--- src/rtl/strobe_word_collector.sv ---
// Collects bits captured by an asynchronous strobe into W-bit words behind a 2-entry skid FIFO.
// Optional macro STROBE_WORD_COLLECTOR_PARITY_EN adds the even-parity output o4.
module strobe_word_collector #(
  parameter int W    = 8,
  parameter int SYNC = 2
) (
  input  logic         i1,
  input  logic         i2,
  input  logic         i3,
  input  logic         i4,
  input  logic         i5,
  output logic [W-1:0] o1,
  output logic         o2,
  output logic         o3
`ifdef STROBE_WORD_COLLECTOR_PARITY_EN
  ,
  output logic         o4
`endif
);

  localparam int CW = $clog2(W);
  localparam logic [CW-1:0] LAST = CW'(W - 1);
`ifdef STROBE_WORD_COLLECTOR_PARITY_EN
  localparam int EW = W + 1;
`else
  localparam int EW = W;
`endif

  logic [SYNC-1:0] strb_sync_p0;
  logic [SYNC-1:0] data_sync_p0;
  logic            strb_prev_p1;
  logic            strb_s;
  logic            data_s;
  logic            ev;
  logic [CW-1:0]   cnt;
  logic [W-1:0]    shreg;
  logic [W-1:0]    word_new;
  logic [EW-1:0]   entry_new;
  logic            push;
  logic            pop;

  logic [EW-1:0]   head, head_nxt;
  logic [EW-1:0]   tail, tail_nxt;
  logic [1:0]      occ, occ_nxt;
  logic            ovf, ovf_nxt;

  // Stage 0: synchronizers for strobe and data, equal depth so they stay aligned
  always_ff @(posedge i1 or negedge i2) begin
    if (!i2) begin
      strb_sync_p0 <= '0;
      data_sync_p0 <= '0;
      strb_prev_p1 <= 1'b0;
    end else begin
      strb_sync_p0 <= {strb_sync_p0[SYNC-2:0], i4};
      data_sync_p0 <= {data_sync_p0[SYNC-2:0], i3};
      strb_prev_p1 <= strb_sync_p0[SYNC-1];
    end
  end

  assign strb_s = strb_sync_p0[SYNC-1];
  assign data_s = data_sync_p0[SYNC-1];
  assign ev     = strb_s & ~strb_prev_p1;
  assign push   = ev && (cnt == LAST);
  assign pop    = o2 && i5;

  always_comb begin
    word_new      = shreg;
    word_new[cnt] = data_s;
  end

`ifdef STROBE_WORD_COLLECTOR_PARITY_EN
  assign entry_new = {^word_new, word_new};
`else
  assign entry_new = word_new;
`endif

  // Stage 1: word assembly
  always_ff @(posedge i1 or negedge i2) begin
    if (!i2) begin
      cnt   <= '0;
      shreg <= '0;
    end else if (ev) begin
      shreg <= word_new;
      cnt   <= (cnt == LAST) ? '0 : cnt + CW'(1);
    end
  end

  // Stage 2: skid FIFO; a push meeting a pop always lands behind the surviving entry
  always_comb begin
    head_nxt = head;
    tail_nxt = tail;
    occ_nxt  = occ;
    ovf_nxt  = ovf;
    case ({push, pop})
      2'b11: begin
        if (occ == 2'd2) begin
          head_nxt = tail;
          tail_nxt = entry_new;
        end else begin
          head_nxt = entry_new;
        end
      end
      2'b10: begin
        if (occ == 2'd0) begin
          head_nxt = entry_new;
          occ_nxt  = 2'd1;
        end else if (occ == 2'd1) begin
          tail_nxt = entry_new;
          occ_nxt  = 2'd2;
        end else begin
          ovf_nxt  = 1'b1;
        end
      end
      2'b01: begin
        if (occ == 2'd2) head_nxt = tail;
        occ_nxt = occ - 2'd1;
      end
      default: ;
    endcase
  end

  always_ff @(posedge i1 or negedge i2) begin
    if (!i2) begin
      head <= '0;
      tail <= '0;
      occ  <= 2'd0;
      ovf  <= 1'b0;
    end else begin
      head <= head_nxt;
      tail <= tail_nxt;
      occ  <= occ_nxt;
      ovf  <= ovf_nxt;
    end
  end

  assign o1 = head[W-1:0];
  assign o2 = (occ != 2'd0);
  assign o3 = ovf;
`ifdef STROBE_WORD_COLLECTOR_PARITY_EN
  assign o4 = head[W] & o2;
`endif

endmodule
--- config.mk ---
export PLATFORM = sky130hd
export DESIGN_NAME = strobe_word_collector
export DESIGN_NICKNAME = d
export VERILOG_FILES = /design/src/rtl/strobe_word_collector.sv
export SDC_FILE = /design/constraint.sdc
export NUM_CORES = 1
export LEC_CHECK = 0
export BUFFER_PORTS_ARGS = -buffer_cell sky130_fd_sc_hd__buf_4
export CORE_MARGIN = 4
export CORE_UTILIZATION = 58
export DETAILED_ROUTE_END_ITERATION = 8
export PLACE_DENSITY_LB_ADDON = 0.25
export SLEW_MARGIN = 20
export SYNTH_ARGS = -nofsm -noshare
export SYNTH_HDL_FRONTEND = slang
export SYNTH_SLANG_ARGS = --single-unit
--- constraint.sdc ---
create_clock -name i1 -period 2.75 [get_ports i1]
set_clock_uncertainty 0.15 [all_clocks]
set_input_delay 0.275 -clock i1 [delete_from_list [all_inputs] [get_ports i1]]
set_output_delay 0.275 -clock i1 [all_outputs]
set_load 0.02 [all_outputs]
==> flow_summary.json, run 1 <==
{
  "grt_pass1_vias": 1122,
  "cp_common_cell": "inv_1",
  "rsz0062_at_grt": "false",
  "crit_type": "register to register",
  "wl_per_cell_um": 13.7,
  "h-tree-depth": 2,
  "drv_slew": 0,
  "hold_class": "register to register",
  "hold_slack_ns": 0.211,
  "setup_viol": 0,
  "rows": 20,
  "coreArea_sq_um": 3030,
  "synthMuxAreaShare": 0.185,
  "worstPathCellList": "inv_1 -> ha_1 -> nor2b_1 -> inv_1 -> ha_1 -> inv_1 -> a21oi_1 -> nor2_2 -> mux2_2",
  "netlist_area_sq_um": 1810,
  "peakVddDrop_mv": 0.634,
  "cts_made_buffers": 5,
  "detail_route.first_pass.iterations": 4,
  "grt_usage": 0.164,
  "cpPeakStageDelay_ns": 0.42,
  "cp-end-kind": "register",
  "die-area_sq_um": 4080,
  "overflow": 0,
  "clock_latency_ns": 0.34,
  "dp_hpwl_um": 2170,
  "antenna_cells": 0,
  "die_w_um": 63.9,
  "root_buffer": "clkbuf_4",
  "area_growth_pct": 12.3,
  "clock_path_buffers": 2,
  "status": "finished, final reports clean",
  "grt_antenna_before_repair": 0,
  "io_buffers": 14,
  "die_y_um": 63.9,
  "ys_types": 31,
  "initial_utilization": 0.598,
  "vias": 1142,
  "p_leak_nw": 0.946,
  "hold_viol": 0,
  "yosysSeqAreaShare": 0.483,
  "synth_nets": 163,
  "synth-seq-cells": 35,
  "fmax_mhz": 407,
  "drive_above_1_share": 0.347,
  "antenna_left": 0,
  "ios": 15,
  "drc_errors": 0,
  "drt_iter0_drc": 39,
  "synth_xor_area_frac": 0,
  "reg2reg_setup_slack_ns": 0.29,
  "start_kind": "register",
  "power.density_nw_per_um2": 1110,
  "synth_flop_cell": "dfrtp_1",
  "maxCapViolations": 0,
  "synth_top_family_by_area": "multiplexers",
  "cts_tree": "built",
  "synth_edf_count": 0,
  "fin_nets": 185,
  "cp.required_ns": 2.83,
  "cts.clk_slew.worst_paths_ns": 0.11,
  "synth-simple-area-share": 0.139,
  "synthCells": 150,
  "grt_max_degree": 36,
  "tightestPinTransition_ns": 0.472,
  "arrival_ns": 2.54,
  "gp_congestion": 0.800,
  "grt_pass1_wl_um": 5200,
  "period_minus_slack_ns": 2.46,
  "synthArstFlopShare": 1.00,
  "synth_adder_area_share": 0.0552,
  "crit_fanout": 8,
  "synth.avg_cell_area_sq_um": 12.1,
  "cts.sinks": 35,
  "nFillCells": 245,
  "cp_slowest_cell": "dfrtp_1",
  "setup_tns_ns": 0,
  "via_per_inst": 5.26,
  "synth-compound-area-share": 0.0912,
  "max_slew_margin": 0.683,
  "fin_crit_sh": 0.895,
  "ys_warn_count": 0,
  "cts.repair.resized": 0,
  "routed_wl_um": 2980
}
## cell families (layout without fill, tap and decap cells)
kind of cell               after synthesis  in the layout
buffers and inverters                   14             37
DFF                                     35             35
AOI/OAI and AO/OA                       23             23
adders and majority gates                8              8
muxes                                   29             29
and+or+nand+nor                         41             41
## synth_stat cells, types with 3 or more instances
| master | n | area [sq um] |
|---|---|---|
| a21oi_1 | 11 | 55.1 |
| inv_1 | 7 | 26.3 |
| dfrtp_1 | 35 | 876 |
| nand3_1 | 4 | 20.0 |
| a22oi_1 | 8 | 60.1 |
| mux2_4 | 3 | 45.0 |
| buf_6 | 3 | 33.8 |
| nand3b_1 | 3 | 22.5 |
| nand2_1 | 4 | 15.0 |
| ha_1 | 8 | 100 |
| nor3b_1 | 4 | 30.0 |
| mux2_2 | 24 | 270 |
| nor2_1 | 14 | 52.6 |
## flip-flops by register name (all words and copies together) (netlist names)
name and cells:
cnt 3, strb_prev_p1 1, strb_sync_p0 2, occ 2, tail 8, o1 8
o3 1, shreg 8, data_sync_p0 2
## report_power, final
part | leakage, nW | internal (mW) | switching, mW
Sequential | 0.429 | 0.724 | 0.117
Combinational | 0.482 | 0.565 | 0.584
Clock | 0.0347 | 0.0951 | 0.172
## cell type report
cell class / count / area [sq um] / area share
repair buffers: 22 / 173 / 0.0849
clock inverters: 3 / 15.0 / 0.00738
flip-flops and latches: 35 / 876 / 0.431
well taps: 44 / 55.1 / 0.0271
inverters: 7 / 26.3 / 0.0129
clock buffers: 5 / 37.5 / 0.0185
multi-input cells: 101 / 852 / 0.419
## final timing paths
check                                start              end  cells past startpoint
hold reg to reg            strb_sync_p0[0]  strb_sync_p0[1]                      0
setup / recovery                    occ[0]          tail[0]                      9
hold / removal             strb_sync_p0[0]  strb_sync_p0[1]                      0
min in group asynchronous               i2           occ[0]                      2
max in group asynchronous               i2         shreg[4]                      2
setup reg to reg                    occ[0]          tail[0]                      9
## cell usage in the layout (no fill, tap or decap)
cell type      synthesis  final
dfrtp_1               35     35
mux2_2                24     24
buf_4                  2     19
nor2_1                14     14
a21oi_1               11     11
a22oi_1                8      8
ha_1                   8      8
inv_1                  7      7
clkbuf_4               0      5
nand2_1                4      4
nand3_1                4      4
nor3b_1                4      4
mux2_4                 3      3
nand3b_1               3      3
clkinv_2               0      3
dlygate4sd3_1          0      3
nor2b_1                2      2
mux2i_1                2      2
nand3b_4               2      2
nor2_2                 1      1
nand2b_1               1      1
o32a_1                 1      1
or2_2                  1      1
nor3b_2                1      1
nor3_1                 1      1
and2b_1                1      1
nand4b_1               1      1
a2bb2oi_4              1      1
o21ai_1                1      1
o221ai_1               1      1
nand4_1                1      1
## routing by layer
layer	share of wire	wire (um)	track usage
met5	0	0	0
met4	0.021	63	0.0755
met3	0.034	102	0.0422
met2	0.48	1420	0.255
met1	0.47	1400	0.212
## what timing repair did
item                      CTS  global route
setup buffers               0             0
hold buffers                3             0
hold endpoints to repair   37             0
## critical path, delay by kind of cell (launching register included)
kind,cells,cell delay (ns)
adders and majority gates,2,0.51
muxes,1,0.38
buffers and inverters,3,0.30
and+or+nand+nor,2,0.54
AOI/OAI and AO/OA,1,0.05
DFF,1,0.42
## metrics by stage
| step | setup WS (ns) | util | power [mW] | cells | area [sq um] |
|---|---|---|---|---|---|
| after global placement | 0.444 | 0.645 | 1.95 | 206 | 1950 |
| after CTS | 0.286 | 0.672 | 2.27 | 217 | 2030 |
| after detailed placement | 0.308 | 0.645 | 2.00 | 206 | 1950 |
| after global routing | 0.0717 | 0.672 | 2.43 | 217 | 2030 |
| final | 0.290 | 0.672 | 2.26 | 217 | 2030 |
| after floorplan | 0.524 | - | 1.72 | 150 | 1810 |
No activity file was read; power rests on OpenSTA's default activity.
==> run 2: changes to the inputs <==
--- a/config.mk
+++ b/config.mk
@@ -10,6 +10,7 @@
 export CORE_UTILIZATION = 58
 export DETAILED_ROUTE_END_ITERATION = 8
 export PLACE_DENSITY_LB_ADDON = 0.25
+export REMOVE_ABC_BUFFERS = 1
 export SLEW_MARGIN = 20
 export SYNTH_ARGS = -nofsm -noshare
 export SYNTH_HDL_FRONTEND = slang
==> flow_summary.json, run 2 (synthesis results as in run 1) <==
{
  "fin_nets": 185,
  "rsz0062_at_grt": "false",
  "drv_slew": 0,
  "h-tree-depth": 2,
  "mostFrequentLayoutCells": "dfrtp_1 (35), mux2_2 (24), buf_4 (19)",
  "hold_start": "strb_sync_p0[0]",
  "io_buffers": 14,
  "die_y_um": 63.9,
  "setup_viol": 0,
  "area_growth_pct": 14.2,
  "crit_fanout": 8,
  "ios": 15,
  "root_buffer": "clkbuf_4",
  "hold_class": "register to register",
  "top_layer": "met4",
  "p_int_mw": 1.50,
  "swShare": 0.371,
  "hold_path_depth": 0,
  "arrival_ns": 2.53,
  "reg2reg_setup_slack_ns": 0.31,
  "rr_worst_depth": 9,
  "grt_pass1_vias": 1260,
  "gp_congestion": 0.805,
  "max_slew_margin": 0.638,
  "initial_utilization": 0.598,
  "holdPathEnd": "strb_sync_p0[1]",
  "drc_errors": 0,
  "fmax_mhz": 409,
  "cts_hold_buf": 3,
  "cts.repair.resized": 0,
  "period_minus_slack_ns": 2.44,
  "setup_tns_ns": 0,
  "wl_met1_um": 1360,
  "placedCellCount": 206,
  "drt_iter0_drc": 85,
  "grt_pass1_wl_um": 5710,
  "vias": 1171,
  "cts.clk_slew.worst_paths_ns": 0.11,
  "maxCapViolations": 0,
  "crit_type": "register to register",
  "via_per_inst": 5.40,
  "start_kind": "register",
  "cts.sinks": 35,
  "p_seq_frac": 0.350,
  "grt_max_degree": 36,
  "fin_crit_sh": 0.888,
  "cts_made_buffers": 5,
  "cp-end-kind": "register",
  "dp_hpwl_um": 2210,
  "clock_path_buffers": 2,
  "grt_antenna_before_repair": 0,
  "overflow": 0,
  "clkPwrFrac": 0.164,
  "routed_wl_um": 3090,
  "antenna_cells": 0,
  "die_w_um": 63.9,
  "grt_usage": 0.181,
  "cp.required_ns": 2.83,
  "clock_latency_ns": 0.34,
  "peakVddDrop_mv": 0.593,
  "p_sw_mw": 0.889,
  "power_frac_comb": 0.486,
  "die-area_sq_um": 4080,
  "status": "finished, final reports clean",
  "rows": 20,
  "antenna_left": 0,
  "drive_above_1_share": 0.347,
  "wl_per_cell_um": 14.2,
  "cp_common_cell": "inv_1",
  "cpPeakStageDelay_ns": 0.41,
  "p_leak_nw": 0.959,
  "cts_tree": "built",
  "final_cells": 217,
  "dr_wl_met3_um": 122,
  "power.density_nw_per_um2": 1160,
  "worstPathCellList": "inv_1 -> ha_1 -> nor2b_1 -> inv_1 -> ha_1 -> inv_1 -> a21oi_1 -> nor2_2 -> mux2_2",
  "coreArea_sq_um": 3030,
  "rr_startpoint": "occ[0]",
  "rr_endpoint": "tail[3]",
  "tightestPinTransition_ns": 0.539,
  "post_cts_buffers": 0,
  "cp_slowest_cell": "dfrtp_1",
  "layout_commonest_cell": "dfrtp_1",
  "hold_viol": 0,
  "met2_length_um": 1540,
  "detail_route.first_pass.iterations": 4
}
## run 2: final cells by class
type | count | area (sq um)
inverters | 7 | 26.3
clock inverters | 2 | 35.0
clock buffers | 6 | 51.3
repair buffers | 22 | 173
well taps | 44 | 55.1
fillers | 224 | 960
multi-input cells | 101 | 852
flip-flops and latches | 35 | 876
## run 2: layer usage
metal,up-vias,GRT usage
met4,0,0.0701
met2,27,0.308
met1,563,0.211
met5,-,0
met3,9,0.0562
li1,572,-
## run 2: through the flow
| step | total power [mW] | util | hold WS (ns) | area, sq um | setup slack (ns) |
|---|---|---|---|---|---|
| 2_1_floorplan | 1.65 | - | -0.171 | 1750 | 0.340 |
| 3_3_place_gp | 1.94 | 0.645 | 0.0912 | 1950 | 0.448 |
| 3_5_place_dp | 2.01 | 0.645 | 0.0999 | 1950 | 0.306 |
| 4_1_cts | 2.41 | 0.683 | 0.213 | 2070 | 0.294 |
| 5_1_grt | 2.57 | 0.683 | 0.221 | 2070 | 0.127 |
| 6_report | 2.39 | 0.683 | 0.212 | 2070 | 0.307 |
## run 2: worst max-delay path by stage
stage | start | cells after the start | slack [ns] | endpoint
after floorplan | cnt[1] | 7 | 0.34 | o1[0]
after global placement | occ[0] | 9 | 0.45 | tail[1]
after detailed placement | occ[0] | 9 | 0.31 | tail[3]
after CTS | occ[0] | 9 | 0.29 | tail[3]
after global routing | occ[0] | 9 | 0.13 | tail[3]
final | occ[0] | 9 | 0.31 | tail[3]
## run 2: power by group through the flow
stage	Combinational (mW)	Clock (mW)	Sequential (mW)
finish	1.16	0.392	0.839
global placement	1.10	0	0.835
detailed placement	1.16	0	0.850
global route	1.28	0.420	0.870
floorplan	0.669	0	0.980
CTS	1.17	0.399	0.839
## run 2: worst max-delay path, delay by kind of cell, from the launching register on
kind,cells,cell delay [ns]
AO/OA/AOI/OAI,1,0.05
adder cells (fa/ha/maj),2,0.51
buffers and inverters,3,0.30
flip-flops,1,0.41
multiplexers,1,0.39
AND/OR/NAND/NOR,2,0.54
==> run 3: changes to the inputs <==
--- a/config.mk
+++ b/config.mk
@@ -5,7 +5,7 @@
 export SDC_FILE = /design/constraint.sdc
 export NUM_CORES = 1
 export LEC_CHECK = 0
-export BUFFER_PORTS_ARGS = -buffer_cell sky130_fd_sc_hd__buf_4
+export BUFFER_PORTS_ARGS = -buffer_cell sky130_fd_sc_hd__buf_2
 export CORE_MARGIN = 4
 export CORE_UTILIZATION = 58
 export DETAILED_ROUTE_END_ITERATION = 8
==> flow_summary.json, run 3 (synthesis results as in run 1) <==
{
  "setup_viol": 0,
  "via_per_inst": 5.34,
  "hold_class": "register to register",
  "initial_utilization": 0.598,
  "grt_usage": 0.170,
  "drc_errors": 0,
  "crit_type": "register to register",
  "arrival_ns": 2.61,
  "grt_antenna_before_repair": 0,
  "clock_latency_ns": 0.34,
  "ios": 15,
  "peakVddDrop_mv": 0.989,
  "final_cells": 217,
  "nFillCells": 238,
  "io_buffers": 14,
  "h-tree-depth": 2,
  "rows": 20,
  "antenna_cells": 0,
  "start_kind": "register",
  "power.density_nw_per_um2": 1140,
  "routed_wl_um": 2910,
  "drt_iter0_drc": 78,
  "worstPathCellList": "inv_1 -> ha_1 -> nor2b_1 -> inv_1 -> ha_1 -> inv_1 -> a21oi_1 -> nor2_2 -> mux2_2",
  "die_y_um": 63.9,
  "cpPeakStageDelay_ns": 0.40,
  "status": "finished, final reports clean",
  "crit_fanout": 8,
  "clock_path_buffers": 2,
  "dp_hpwl_um": 2090,
  "drv_slew": 0,
  "die-area_sq_um": 4080,
  "cp_slowest_cell": "dfrtp_1",
  "antenna_left": 0,
  "layout_commonest_cell": "dfrtp_1",
  "fin_nets": 185,
  "cts.sinks": 35,
  "rsz0062_at_grt": "false",
  "drive_above_1_share": 0.347,
  "wl_per_cell_um": 13.4,
  "overflow": 0,
  "p_leak_nw": 0.945,
  "vias": 1159,
  "root_buffer": "clkbuf_4",
  "max_slew_margin": 0.498,
  "cp.required_ns": 2.83,
  "cp_common_cell": "inv_1",
  "period_minus_slack_ns": 2.52,
  "gp_congestion": 0.828,
  "die_w_um": 63.9,
  "placedCellCount": 206,
  "grt_max_degree": 36,
  "cts.clk_slew.worst_paths_ns": 0.11,
  "detail_route.first_pass.iterations": 4,
  "tightestPinTransition_ns": 0.753,
  "post_cts_buffers": 0,
  "coreArea_sq_um": 3030,
  "maxCapViolations": 0,
  "grt_pass1_vias": 1208,
  "mostFrequentLayoutCells": "dfrtp_1 (35), mux2_2 (24), nor2_1 (14), buf_2 (14), a21oi_1 (11)",
  "grt_pass1_wl_um": 5370,
  "fin_crit_sh": 0.918,
  "setup_tns_ns": 0,
  "fmax_mhz": 396,
  "area_growth_pct": 11.9,
  "cts_tree": "built",
  "cts_made_buffers": 5,
  "cp-end-kind": "register",
  "hold_viol": 0
}
## run 3: cell types whose count changed in the layout (fill, tap and decap cells not counted), sizes merged
cell	before	now
clkbuf	6	5
clkinv	1	2
## run 3: worst paths after layout
kind / startpoint / endpoint / slack, ns / depth (start not counted)
setup / recovery: occ[0] / tail[3] / 0.23 / 9
hold / removal: strb_sync_p0[0] / strb_sync_p0[1] / 0.21 / 0
setup reg to reg: occ[0] / tail[3] / 0.23 / 9
hold reg to reg: strb_sync_p0[0] / strb_sync_p0[1] / 0.21 / 0
max in group asynchronous: i2 / cnt[0] / 1.59 / 2
min in group asynchronous: i2 / o1[7] / 0.37 / 2
## run 3: area by class of cell
cell class	count	area (sq um)	share of cell area
sequential	35	876	0.432
timing repair buffer	22	138	0.0679
clock buffer	5	37.5	0.0185
inverter	7	26.3	0.0130
tap	44	55.1	0.0271
clock inverter	3	43.8	0.0216
multi-input combinational	101	852	0.420
## run 3: stage by stage
step           power, mW  setup slack, ns  instance area, sq um   util  hold WS, ns
3_5_place_dp        1.95            0.272                  1920  0.633        0.185
2_1_floorplan       1.65            0.340                  1750      -       -0.171
3_3_place_gp        1.90            0.445                  1920  0.633        0.185
5_1_grt             2.51            0.142                  2030  0.670        0.229
6_report            2.31            0.226                  2030  0.670        0.208
4_1_cts             2.33            0.246                  2030  0.670        0.209
## run 3: power by group
| group | total, mW | switching, mW | internal, mW | leakage [nW] |
|---|---|---|---|---|
| Combinational | 1.11 | 0.586 | 0.524 | 0.470 |
| Clock | 0.373 | 0.182 | 0.191 | 0.0452 |
| Sequential | 0.831 | 0.108 | 0.723 | 0.429 |
## run 3: worst max-delay path: cells and delay by family, from the launching register on
family,cells,cell delay [ns]
simple gates,2,0.58
fa+ha+maj,2,0.53
buf+inv,3,0.31
compound gates,1,0.06
flops,1,0.40
mux,1,0.38
## run 3: what timing repair did
item                      CTS  global route
hold buffers                3             0
gates resized for setup     0             0
hold endpoints to repair   37             0
## run 3: per-layer routing
metal | wire length, um | track usage | up-vias
li1 | - | - | 578
met3 | 138 | 0.0598 | 6
met2 | 1420 | 0.271 | 25
met1 | 1310 | 0.210 | 550
met4 | 48 | 0.0701 | 0
met5 | 0 | 0 | -
